--- src/rtl/fpadd_job_sequencer_if.sv ---
// Bundles the operand feed, the adder Go/ResultReady handshake and the
// result port of the job sequencer. The master modport is the sequencer's
// view; the slave modport is the view of everything around it.
interface fpadd_job_sequencer_if #(
    parameter int DEPTH = 4,
    parameter int TAG_W = 8
);
    logic                   InValid;
    logic                   InReady;
    logic [31:0]            InA;
    logic [31:0]            InB;
    logic [31:0]            AddendA;
    logic [31:0]            AddendB;
    logic                   Go;
    logic                   ResultReady;
    logic [31:0]            Result;
    logic                   Zero;
    logic                   Inf;
    logic                   Nan;
    logic                   OutValid;
    logic                   OutReady;
    logic [31:0]            OutResult;
    logic [3:0]             OutFlags;
    logic [TAG_W-1:0]       OutTag;
    logic                   Busy;
    logic [$clog2(DEPTH):0] Count;

    modport master (
        input  InValid, InA, InB, ResultReady, Result, Zero, Inf, Nan, OutReady,
        output InReady, AddendA, AddendB, Go, OutValid, OutResult, OutFlags,
               OutTag, Busy, Count
    );

    modport slave (
        output InValid, InA, InB, ResultReady, Result, Zero, Inf, Nan, OutReady,
        input  InReady, AddendA, AddendB, Go, OutValid, OutResult, OutFlags,
               OutTag, Busy, Count
    );
endinterface

--- src/rtl/fpadd_job_sequencer.sv ---
// Requester-side driver for a Go/ResultReady floating-point adder: queues
// operand pairs, runs one add at a time, watchdogs each job and hands the
// result downstream with a sequence tag and status flags.
module fpadd_job_sequencer #(
    parameter int DEPTH   = 4,
    parameter int TIMEOUT = 64,
    parameter int TAG_W   = 8
) (
    input  logic                      Clock,
    input  logic                      Reset,
    fpadd_job_sequencer_if.master     bus
);
    localparam int PW = $clog2(DEPTH);
    localparam int TW = $clog2(TIMEOUT);

    typedef enum logic [2:0] {IDLE, ISSUE, WAIT, CAPTURE, DONE} state_t;

    state_t           stateReg, stateNext;
    logic [63:0]      fifoMem [DEPTH];
    logic [PW:0]      wrPtrReg, rdPtrReg;
    logic [PW:0]      count;
    logic             inReady, push, pop, rise, timeoutHit;
    logic [31:0]      addendAReg, addendBReg, outResultReg;
    logic [3:0]       outFlagsReg;
    logic [TAG_W-1:0] outTagReg, tagCntReg;
    logic [TW-1:0]    timerReg;
    logic             rdyQReg;

    // Pointers carry one extra wrap bit so full and empty are distinguishable.
    assign count      = wrPtrReg - rdPtrReg;
    assign inReady    = Reset && (count < (PW+1)'(DEPTH));
    assign push       = bus.InValid && inReady;
    assign rise       = bus.ResultReady && !rdyQReg;
    assign timeoutHit = (timerReg == TW'(TIMEOUT - 1));

    // State register.
    always_ff @(posedge Clock) begin
        if (!Reset) stateReg <= IDLE;
        else        stateReg <= stateNext;
    end

    // Next-state logic; the FIFO is popped only on entry into ISSUE.
    always_comb begin
        stateNext = stateReg;
        pop       = 1'b0;
        case (stateReg)
            IDLE: begin
                if (count != '0) begin
                    pop       = 1'b1;
                    stateNext = ISSUE;
                end
            end
            ISSUE:   stateNext = WAIT;
            WAIT: begin
                // A rise in the expiry cycle still counts as a normal completion.
                if (rise)            stateNext = CAPTURE;
                else if (timeoutHit) stateNext = DONE;
            end
            CAPTURE: stateNext = DONE;
            DONE: begin
                if (bus.OutReady) begin
                    if (count != '0) begin
                        pop       = 1'b1;
                        stateNext = ISSUE;
                    end else begin
                        stateNext = IDLE;
                    end
                end
            end
            default: stateNext = IDLE;
        endcase
    end

    // FIFO pointers.
    always_ff @(posedge Clock) begin
        if (!Reset) begin
            wrPtrReg <= '0;
            rdPtrReg <= '0;
        end else begin
            if (push) wrPtrReg <= wrPtrReg + 1'b1;
            if (pop)  rdPtrReg <= rdPtrReg + 1'b1;
        end
    end

    // FIFO storage; contents need no reset since the pointers define validity.
    always_ff @(posedge Clock) begin
        if (push) fifoMem[wrPtrReg[PW-1:0]] <= {bus.InA, bus.InB};
    end

    // Job datapath: operand load, watchdog timer, result capture and tagging.
    always_ff @(posedge Clock) begin
        if (!Reset) begin
            addendAReg   <= '0;
            addendBReg   <= '0;
            outResultReg <= '0;
            outFlagsReg  <= '0;
            outTagReg    <= '0;
            tagCntReg    <= '0;
            timerReg     <= '0;
            rdyQReg      <= 1'b0;
        end else begin
            rdyQReg <= bus.ResultReady;
            if (pop) begin
                addendAReg <= fifoMem[rdPtrReg[PW-1:0]][63:32];
                addendBReg <= fifoMem[rdPtrReg[PW-1:0]][31:0];
            end
            case (stateReg)
                ISSUE: begin
                    timerReg  <= '0;
                    outTagReg <= tagCntReg;
                end
                WAIT: begin
                    timerReg <= timerReg + 1'b1;
                    if (!rise && timeoutHit) begin
                        outResultReg <= '0;
                        outFlagsReg  <= 4'b1000;
                    end
                end
                CAPTURE: begin
                    outResultReg <= bus.Result;
                    outFlagsReg  <= {1'b0, bus.Nan, bus.Inf, bus.Zero};
                end
                DONE: begin
                    if (bus.OutReady) tagCntReg <= tagCntReg + TAG_W'(1);
                end
                default: ;
            endcase
        end
    end

    assign bus.InReady   = inReady;
    assign bus.AddendA   = addendAReg;
    assign bus.AddendB   = addendBReg;
    assign bus.Go        = (stateReg == ISSUE);
    assign bus.OutValid  = (stateReg == DONE);
    assign bus.OutResult = outResultReg;
    assign bus.OutFlags  = outFlagsReg;
    assign bus.OutTag    = outTagReg;
    assign bus.Busy      = (stateReg != IDLE) || (count != '0);
    assign bus.Count     = count;
endmodule

--- src/flat_wrapper.sv ---
// flat-port wrapper written by rule: the top's interface ports become plain ports
module fpadd_job_sequencer_flat 
#(
    parameter int DEPTH   = 4,
    parameter int TIMEOUT = 64,
    parameter int TAG_W   = 8
)
  (Clock, Reset, bus_InValid, bus_InA, bus_InB, bus_ResultReady, bus_Result, bus_Zero, bus_Inf, bus_Nan, bus_OutReady, bus_InReady, bus_AddendA, bus_AddendB, bus_Go, bus_OutValid, bus_OutResult, bus_OutFlags, bus_OutTag, bus_Busy, bus_Count);
  fpadd_job_sequencer_if #(.DEPTH(DEPTH), .TAG_W(TAG_W)) bus_i ();
  input  logic Clock;
  input  logic Reset;
  input wire logic [$bits(bus_i.InValid)-1:0] bus_InValid;
  input wire logic [$bits(bus_i.InA)-1:0] bus_InA;
  input wire logic [$bits(bus_i.InB)-1:0] bus_InB;
  input wire logic [$bits(bus_i.ResultReady)-1:0] bus_ResultReady;
  input wire logic [$bits(bus_i.Result)-1:0] bus_Result;
  input wire logic [$bits(bus_i.Zero)-1:0] bus_Zero;
  input wire logic [$bits(bus_i.Inf)-1:0] bus_Inf;
  input wire logic [$bits(bus_i.Nan)-1:0] bus_Nan;
  input wire logic [$bits(bus_i.OutReady)-1:0] bus_OutReady;
  output wire logic [$bits(bus_i.InReady)-1:0] bus_InReady;
  output wire logic [$bits(bus_i.AddendA)-1:0] bus_AddendA;
  output wire logic [$bits(bus_i.AddendB)-1:0] bus_AddendB;
  output wire logic [$bits(bus_i.Go)-1:0] bus_Go;
  output wire logic [$bits(bus_i.OutValid)-1:0] bus_OutValid;
  output wire logic [$bits(bus_i.OutResult)-1:0] bus_OutResult;
  output wire logic [$bits(bus_i.OutFlags)-1:0] bus_OutFlags;
  output wire logic [$bits(bus_i.OutTag)-1:0] bus_OutTag;
  output wire logic [$bits(bus_i.Busy)-1:0] bus_Busy;
  output wire logic [$bits(bus_i.Count)-1:0] bus_Count;
  assign bus_i.InValid = bus_InValid;
  assign bus_i.InA = bus_InA;
  assign bus_i.InB = bus_InB;
  assign bus_i.ResultReady = bus_ResultReady;
  assign bus_i.Result = bus_Result;
  assign bus_i.Zero = bus_Zero;
  assign bus_i.Inf = bus_Inf;
  assign bus_i.Nan = bus_Nan;
  assign bus_i.OutReady = bus_OutReady;
  assign bus_InReady = bus_i.InReady;
  assign bus_AddendA = bus_i.AddendA;
  assign bus_AddendB = bus_i.AddendB;
  assign bus_Go = bus_i.Go;
  assign bus_OutValid = bus_i.OutValid;
  assign bus_OutResult = bus_i.OutResult;
  assign bus_OutFlags = bus_i.OutFlags;
  assign bus_OutTag = bus_i.OutTag;
  assign bus_Busy = bus_i.Busy;
  assign bus_Count = bus_i.Count;
  fpadd_job_sequencer #(.DEPTH(DEPTH), .TIMEOUT(TIMEOUT), .TAG_W(TAG_W)) u_core (.Clock(Clock), .Reset(Reset), .bus(bus_i));
endmodule
--- config.mk ---
export PLATFORM = sky130hd
export DESIGN_NAME = fpadd_job_sequencer_flat
export DESIGN_NICKNAME = d
export VERILOG_FILES = /design/src/rtl/fpadd_job_sequencer_if.sv /design/src/rtl/fpadd_job_sequencer.sv /design/src/flat_wrapper.sv
export SDC_FILE = /design/constraint.sdc
export NUM_CORES = 1
export LEC_CHECK = 0
export CAP_MARGIN = 30
export CORE_MARGIN = 2
export CORE_UTILIZATION = 54
export CTS_CLUSTER_DIAMETER = 150
export DETAILED_ROUTE_END_ITERATION = 16
export MAX_ROUTING_LAYER = met4
export PLACE_DENSITY = 0.86
export SLEW_MARGIN = 5
export SYNTH_ARGS = -nofsm -noshare
export SYNTH_HDL_FRONTEND = slang
export SYNTH_SLANG_ARGS = --single-unit
--- constraint.sdc ---
create_clock -name Clock -period 4.6 [get_ports Clock]
set_input_delay 0.92 -clock Clock [delete_from_list [all_inputs] [get_ports Clock]]
set_output_delay 0.92 -clock Clock [all_outputs]
set_load 0.1 [all_outputs]
==> results by group, run 1 <==
Status
  • Status: finished, final reports clean

STA
  • Max-Slew Margin vs Limit: slightly below 30%
  • Clock Skew: ~0.018 ns
  • TNS Setup: 0 ns
  • Post-layout minimum cycle time: between 3 and 4 ns
  • Highest clock rate: around 270 MHz
  • Final hold vios: 0
  • Part of the cycle the worst path needs: 82.0%
  • # setup viols final: 0
  • Slew @ Worst Pin: between 1 and 1.5 ns
  • Max Transition Viols Final: 0
  • RSZ-0062 raised after global routing: false

Clock tree
  • CTS tree: built
  • Number of H-tree levels: 2
  • Clock insertion delay at the later pin of the skew report: about 0.52 ns
  • # resized after CTS: 0
  • Num CTS Buffers: 38
  • Setup Fix Bufs, Post-CTS: 0
  • Root Buffer: clkbuf_16
  • CTS clk-pin slew, worst paths: ~0.06 ns
  • Max Buffers Root-to-Sink: 3
  • Total clock sinks: about 390
  • CTS Hold Buffers Added: 0

Global routing
  • Initial antenna violation count: 4
  • Global-route wire length before repair: about 48000 um
  • Largest net degree at the start of global routing: between 100 and 150
  • Number of global-route vias before repair: ~8900
  • Global route overflow: 0
  • Gr usage total: between 20% and 30%

Pwr
  • Pwr Density: 655 nW/um^2
  • Total power: 12.1 mW
  • Worst vdd ir: between 0.4 and 0.5 mV
  • Leakage power: 6.12 nW

Critical path
  • Startpoint types: flip-flop
  • Arr. time, crit path: about 2.9 ns
  • Max FO, Critical Path: 14
  • Data required time at the worst endpoint: 3.68 ns
  • Crit. End Element: output port
  • Worst Path Class, Setup: flip-flop to output port
  • Critical R2R Launch: u_core.wrPtrReg[0]
  • Worst Setup SP: u_core.stateReg[2]

Synthesis
  • Synth Instances: a little under 1000
  • Synth top cells by count: 256 x edfxtp_1, 141 x nand2_1, 132 x dfxtp_1, 103 x nand3_1, 70 x o21ai_0
  • Top_reg_cell synth: edfxtp_1
  • Yosys reg bits: 388
  • Seq/Total Area, Yosys: 71.0%
  • Synth area leaders: edfxtp_1 53%, dfxtp_1 18%, mux4_2 9.9%, nand2_1 3.6%, nand3_1 3.5%
  • Synth cell types: 42
  • Syn_nets: between 1000 and 1500
  • Leading cell type by number of instances after synthesis: edfxtp_1
  • Top cell type's share of synthesized area: between 50% and 60%
  • Dominant cell type by area after synthesis: edfxtp_1
  • Post-synth EDFFs: roughly 260
  • Async S/R FF share, synth: 0%
  • Post-Syn Area: around 15000 sq um
  • Syn Area/Cell: roughly 15 sq um
  • Synth warn: 0

Floorplanning
  • Die height: around 170 um
  • Die X-Extent: ~170 um
  • Core area: 26700 sq um
  • Ports: ~220
  • Initial Utilization: between 50 and 60%
  • Full die area: ~28000 sq um
  • Placement row count: 60

Cells and area
  • Layout area overhead: 27.3%
  • Filler Cell Count: roughly 1700
  • Sequential cell area: 10300 sq um
  • Layout cell share with drive strength beyond 1: a little over an eighth
  • Multi-input logic area: 3890 sq um
  • Layout Nets: roughly 1300
  • Fin cells: approximately 1600

Hold path
  • Hold Path Origin: u_core.bus.AddendA[3]
  • Min-delay worst type: flip-flop to flip-flop

Detailed routing
  • Final WL: a little over 30000 um
  • Via count: 8947
  • DRC violations left: 0
  • Number of iterations in the first detailed-routing pass: 5
  • Routed len/inst: 19.7 um
  • Starting DRT DRC Count: just over 700
  • Routed Antenna Nets: 0
  • Via density per instance: 5.67

Flow run
  • Max-cap violations: 0

Placement
  • Placer congestion estimate: roughly 0.84
  • PortBufs: between 200 and 250
  • Post-DP HPWL: between 15000 and 20000 um
  • Placed cells: approximately 1500
layout by cell type, fill, tap and decap left out, types with 4 or more instances in the layout:
cell type / instances
nand3_1: 103
bufinv_16: 4
and2_1: 4
buf_16: 8
mux2i_1: 12
clkbuf_1: 6
inv_1: 12
clkinv_2: 7
and3_4: 4
a31oi_1: 37
o21ai_0: 70
clkbuf_16: 39
nor2_1: 28
nand4_1: 4
diode_2: 4
nand2_1: 141
a21oi_1: 7
xor2_1: 7
buf_12: 4
and3_1: 5
buf_4: 16
ha_1: 8
mux4_2: 64
edfxtp_1: 256
clkdlybuf4s50_1: 212
clkinv_1: 7
dfxtp_1: 130
routing by layer:
metal,part of all wire (%),track usage (%)
met2,49,36.4
met5,0,-
met1,41,28.7
met3,5.8,4.14
met4,3.9,9.03
path summary, 6_finish.rpt:
kind / endpoint / slack [ns] / cells past startpoint
worst min register to register: u_core.bus.AddendA[3] / 0.47 / 2
worst min-delay path: u_core.bus.AddendA[3] / 0.47 / 2
worst max-delay path: bus_OutValid / 0.83 / 3
worst max register to register: u_core.fifoMem[1][15] / 1.58 / 7
worst max-delay path, cell delays in order (launching register included):
cell             delay, ns
dfxtp_1               0.57
inv_1                 0.19
nor3_1                0.36
clkdlybuf4s50_1       1.22
flip-flops by register name, summed over array words and instances (netlist names):
name / flops
u_core.rdyQReg: 1
u_core.stateReg: 3
u_core.tagCntReg: 8
u_core.bus.AddendA: 32
u_core.bus.AddendB: 32
u_core.bus.OutTag: 8
u_core.bus.OutResult: 32
u_core.wrPtrReg: 3
u_core.rdPtrReg: 3
u_core.timerReg: 6
u_core.bus.OutFlags: 4
u_core.fifoMem: 256
metrics by stage:
step                utilization, %  hold slack, ns  instance area (sq um)  setup WS [ns]
floorplan                        -           0.438                  14500          0.114
global placement              63.6           0.455                  17000           1.53
detailed placement            64.5           0.465                  17200           1.42
CTS                           69.1           0.479                  18500          0.879
global route                  69.2           0.498                  18500          0.761
finish                        69.2           0.473                  18500          0.830
logic make-up after synthesis:
logic type	Yosys count	synth area share, %
AO/OA/AOI/OAI	122	4.87
multiplexers	77	10.8
flip-flops	388	71.0
buffers and inverters	83	2.34
AND/OR/NAND/NOR	305	9.39
adder cells (fa/ha/maj)	9	0.826
XOR/XNOR	10	0.714
power breakdown:
| part | total (mW) | internal, mW | switching, mW |
|---|---|---|---|
| combinational | 4.68 | 1.36 | 3.32 |
| sequential | 4.36 | 4.15 | 0.200 |
| clock | 3.07 | 1.83 | 1.25 |
final cells by class:
type | instances | area share (%)
Sequential cell | 388 | 55.9
Multi-Input combinational cell | 523 | 21.0
Timing Repair Buffer | 240 | 13.7
Clock buffer | 48 | 5.62
Tap cell | 341 | 2.31
Clock inverter | 21 | 1.12
Inverter | 13 | 0.264
Antenna cell | 4 | 0.0541
No activity file was read; power rests on OpenSTA's default activity.
==> run 2: changes to the inputs <==
--- a/config.mk
+++ b/config.mk
@@ -7,11 +7,11 @@
 export LEC_CHECK = 0
 export CAP_MARGIN = 30
 export CORE_MARGIN = 2
-export CORE_UTILIZATION = 54
+export CORE_UTILIZATION = 49
 export CTS_CLUSTER_DIAMETER = 150
 export DETAILED_ROUTE_END_ITERATION = 16
 export MAX_ROUTING_LAYER = met4
-export PLACE_DENSITY = 0.86
+export PLACE_DENSITY = 0.82
 export SLEW_MARGIN = 5
 export SYNTH_ARGS = -nofsm -noshare
 export SYNTH_HDL_FRONTEND = slang
==> constraint.sdc (replaced) <==
create_clock -name Clock -period 3.3 [get_ports Clock]
set_input_delay 0.66 -clock Clock [delete_from_list [all_inputs] [get_ports Clock]]
set_output_delay 0.66 -clock Clock [all_outputs]
set_load 0.1 [all_outputs]
==> run 2 against run 1 <==
Utilization is 7.1 points lower. Critical path depth is 4 higher. Combinational power is 37% higher. Power is 40% higher. Sequential power is 40% higher. Final cell count is 2.8% higher. Register-to-register slack worse by 1.0 ns. Flip-flop and latch count stayed put. Via count is 0.26% lower. Largest power group unchanged.
==> results by group, run 2 (synthesized netlist as in run 1, its figures left out) <==
Critical path
  • Worst Path Class, Setup: flip-flop to output port
  • Worst Setup SP: u_core.wrPtrReg[0]
  • Crit path to: bus_Busy
  • Crit. End Element: output port
  • Reg2reg path depth: 7
  • Max FO, Critical Path: 5
  • R2r setup slk: roughly 0.56 ns
  • Critical R2R Launch: u_core.wrPtrReg[0]
  • Arr. time, crit path: around 2.4 ns
  • Data required time at the worst endpoint: ~2.6 ns
  • Startpoint types: flip-flop
  • R2r endpoint: u_core.fifoMem[2][34]

Floorplanning
  • Initial Utilization: between 40% and 50%
  • Placement row count: 63
  • Full die area: about 31000 sq um
  • Die X-Extent: between 150 and 200 um
  • Die height: approximately 180 um
  • Ports: 219
  • Core area: roughly 30000 sq um

Status
  • Status: finished, final reports clean

Clock tree
  • Setup Fix Bufs, Post-CTS: 0
  • CTS clk-pin slew, worst paths: 0.06 ns
  • Root Buffer: clkbuf_16
  • Total clock sinks: slightly below 400
  • Number of H-tree levels: 2
  • Clock insertion delay at the later pin of the skew report: ~0.52 ns
  • Num CTS Buffers: 38
  • CTS tree: built
  • # resized after CTS: 0
  • Max Buffers Root-to-Sink: 3
  • CTS Hold Buffers Added: 0

Global routing
  • Largest net degree at the start of global routing: between 100 and 150
  • Global route overflow: 0
  • Gr usage total: between 20 and 25%
  • Number of global-route vias before repair: 8894
  • Global-route wire length before repair: roughly 48000 um
  • Initial antenna violation count: 1

Cells and area
  • Largest register FFs: between 200 and 300
  • Most frequent cells in the layout: 256 x edfxtp_1, 141 x nand2_1, 130 x dfxtp_1
  • Utilization after layout: between 60 and 70%
  • Fin cells: approximately 1600
  • Layout area overhead: 25.7%
  • Filler Cell Count: approximately 2100
  • Layout Nets: 1313
  • Non-Filler Cell Area, Final: about 18000 sq um
  • Layout cell share with drive strength beyond 1: about 22%
  • Commonest non-fill, non-tap cell in the layout: edfxtp_1

Detailed routing
  • Routed Antenna Nets: 0
  • Final WL: between 30000 and 40000 um
  • Routed len/inst: between 15 and 20 um
  • Number of iterations in the first detailed-routing pass: 5
  • DRC violations left: 0
  • Via density per instance: around 5.5
  • Via count: around 8900
  • Starting DRT DRC Count: 616

STA
  • # setup viols final: 0
  • Part of the cycle the worst path needs: ~94%
  • Clock Skew: roughly 0.015 ns
  • Slew @ Worst Pin: 0.972 ns
  • Max Transition Viols Final: 0
  • RSZ-0062 raised after global routing: false
  • Max-Slew Margin vs Limit: between 30% and 40%
  • Post-layout minimum cycle time: between 3 and 4 ns
  • Final hold vios: 0
  • Highest clock rate: 323 MHz

Pwr
  • Comb pwr share: between 30% and 40%
  • Pwr Density: between 900 and 1000 nW/um^2
  • Switching share of power: 39.2%
  • Leakage power: approximately 6.3 nW
  • Worst vdd ir: about 0.73 mV
  • Psw: roughly 6.7 mW
  • Clk network pwr share: 26.6%
  • Int Pwr: 10.3 mW
  • Reg power frac: between 30% and 40%

Placement
  • Dpl cell area: ~17000 sq um
  • Placer congestion estimate: between 0.7 and 0.8
  • Placed cells: roughly 1600
  • Post-DP HPWL: between 15000 and 20000 um
  • PortBufs: between 200 and 250

Hold path
  • Min-delay worst type: flip-flop to flip-flop

Flow run
  • Max-cap violations: 0
[run 2: critical path, cell delays in order (launching register included)]
cell and delay, ns:
dfxtp_1 0.36, inv_1 0.12, ha_1 0.23, fa_1 0.38, xor3_2 0.34, nor2_1 0.20
nand2_1 0.11, buf_12 0.18
[run 2: stage by stage]
step                setup TNS [ns]  setup slack (ns)  power, mW  hold WS (ns)
floorplan                   -44.69            -0.233       11.1         0.438
global placement                 0             0.671       12.5         0.457
detailed placement               0             0.579       12.6         0.465
CTS                              0             0.176       17.2         0.475
global route                     0            0.0949       17.7         0.496
finish                           0             0.204       17.0         0.470
[run 2: worst min-delay path by stage]
stage                                  endpoint  slack (ns)  cells past startpoint             startpoint
after global routing      u_core.bus.AddendB[7]        0.50                      2  u_core.bus.AddendB[7]
final                     u_core.bus.AddendA[5]        0.47                      2  u_core.bus.AddendA[5]
after floorplan              u_core.wrPtrReg[2]        0.44                      1     u_core.wrPtrReg[2]
after CTS                 u_core.bus.AddendA[5]        0.47                      2  u_core.bus.AddendA[5]
after global placement    u_core.bus.AddendA[5]        0.46                      2  u_core.bus.AddendA[5]
after detailed placement  u_core.bus.AddendA[5]        0.46                      2  u_core.bus.AddendA[5]
[run 2: area by class of cell]
type / instances / area [sq um] / share of cell area (%)
Antenna cell: 2 / 5.00 / 0.0274
Multi-Input combinational cell: 523 / 3910 / 21.4
Timing Repair Buffer: 236 / 2160 / 11.8
Clock buffer: 51 / 1070 / 5.87
Tap cell: 390 / 488 / 2.67
Clock inverter: 19 / 258 / 1.41
Inverter: 13 / 48.8 / 0.267
Sequential cell: 388 / 10300 / 56.6
[run 2: power groups by stage]
| stage | Clock (mW) | Combinational, mW | Sequential, mW |
|---|---|---|---|
| 2_1_floorplan | 0 | 2.85 | 8.22 |
| 3_3_place_gp | 0 | 6.36 | 6.16 |
| 3_5_place_dp | 0 | 6.43 | 6.18 |
| 4_1_cts | 4.61 | 6.46 | 6.09 |
| 5_1_grt | 4.77 | 6.77 | 6.14 |
| 6_report | 4.52 | 6.40 | 6.09 |
[run 2: metal layers]
metal / up-vias / track usage (%) / wire length, um
li1: 4148 / - / -
met1: 4412 / 27.0 / 13100
met2: 326 / 33.3 / 15200
met3: 38 / 3.73 / 2160
met4: 0 / 4.65 / 484
met5: - / - / 0
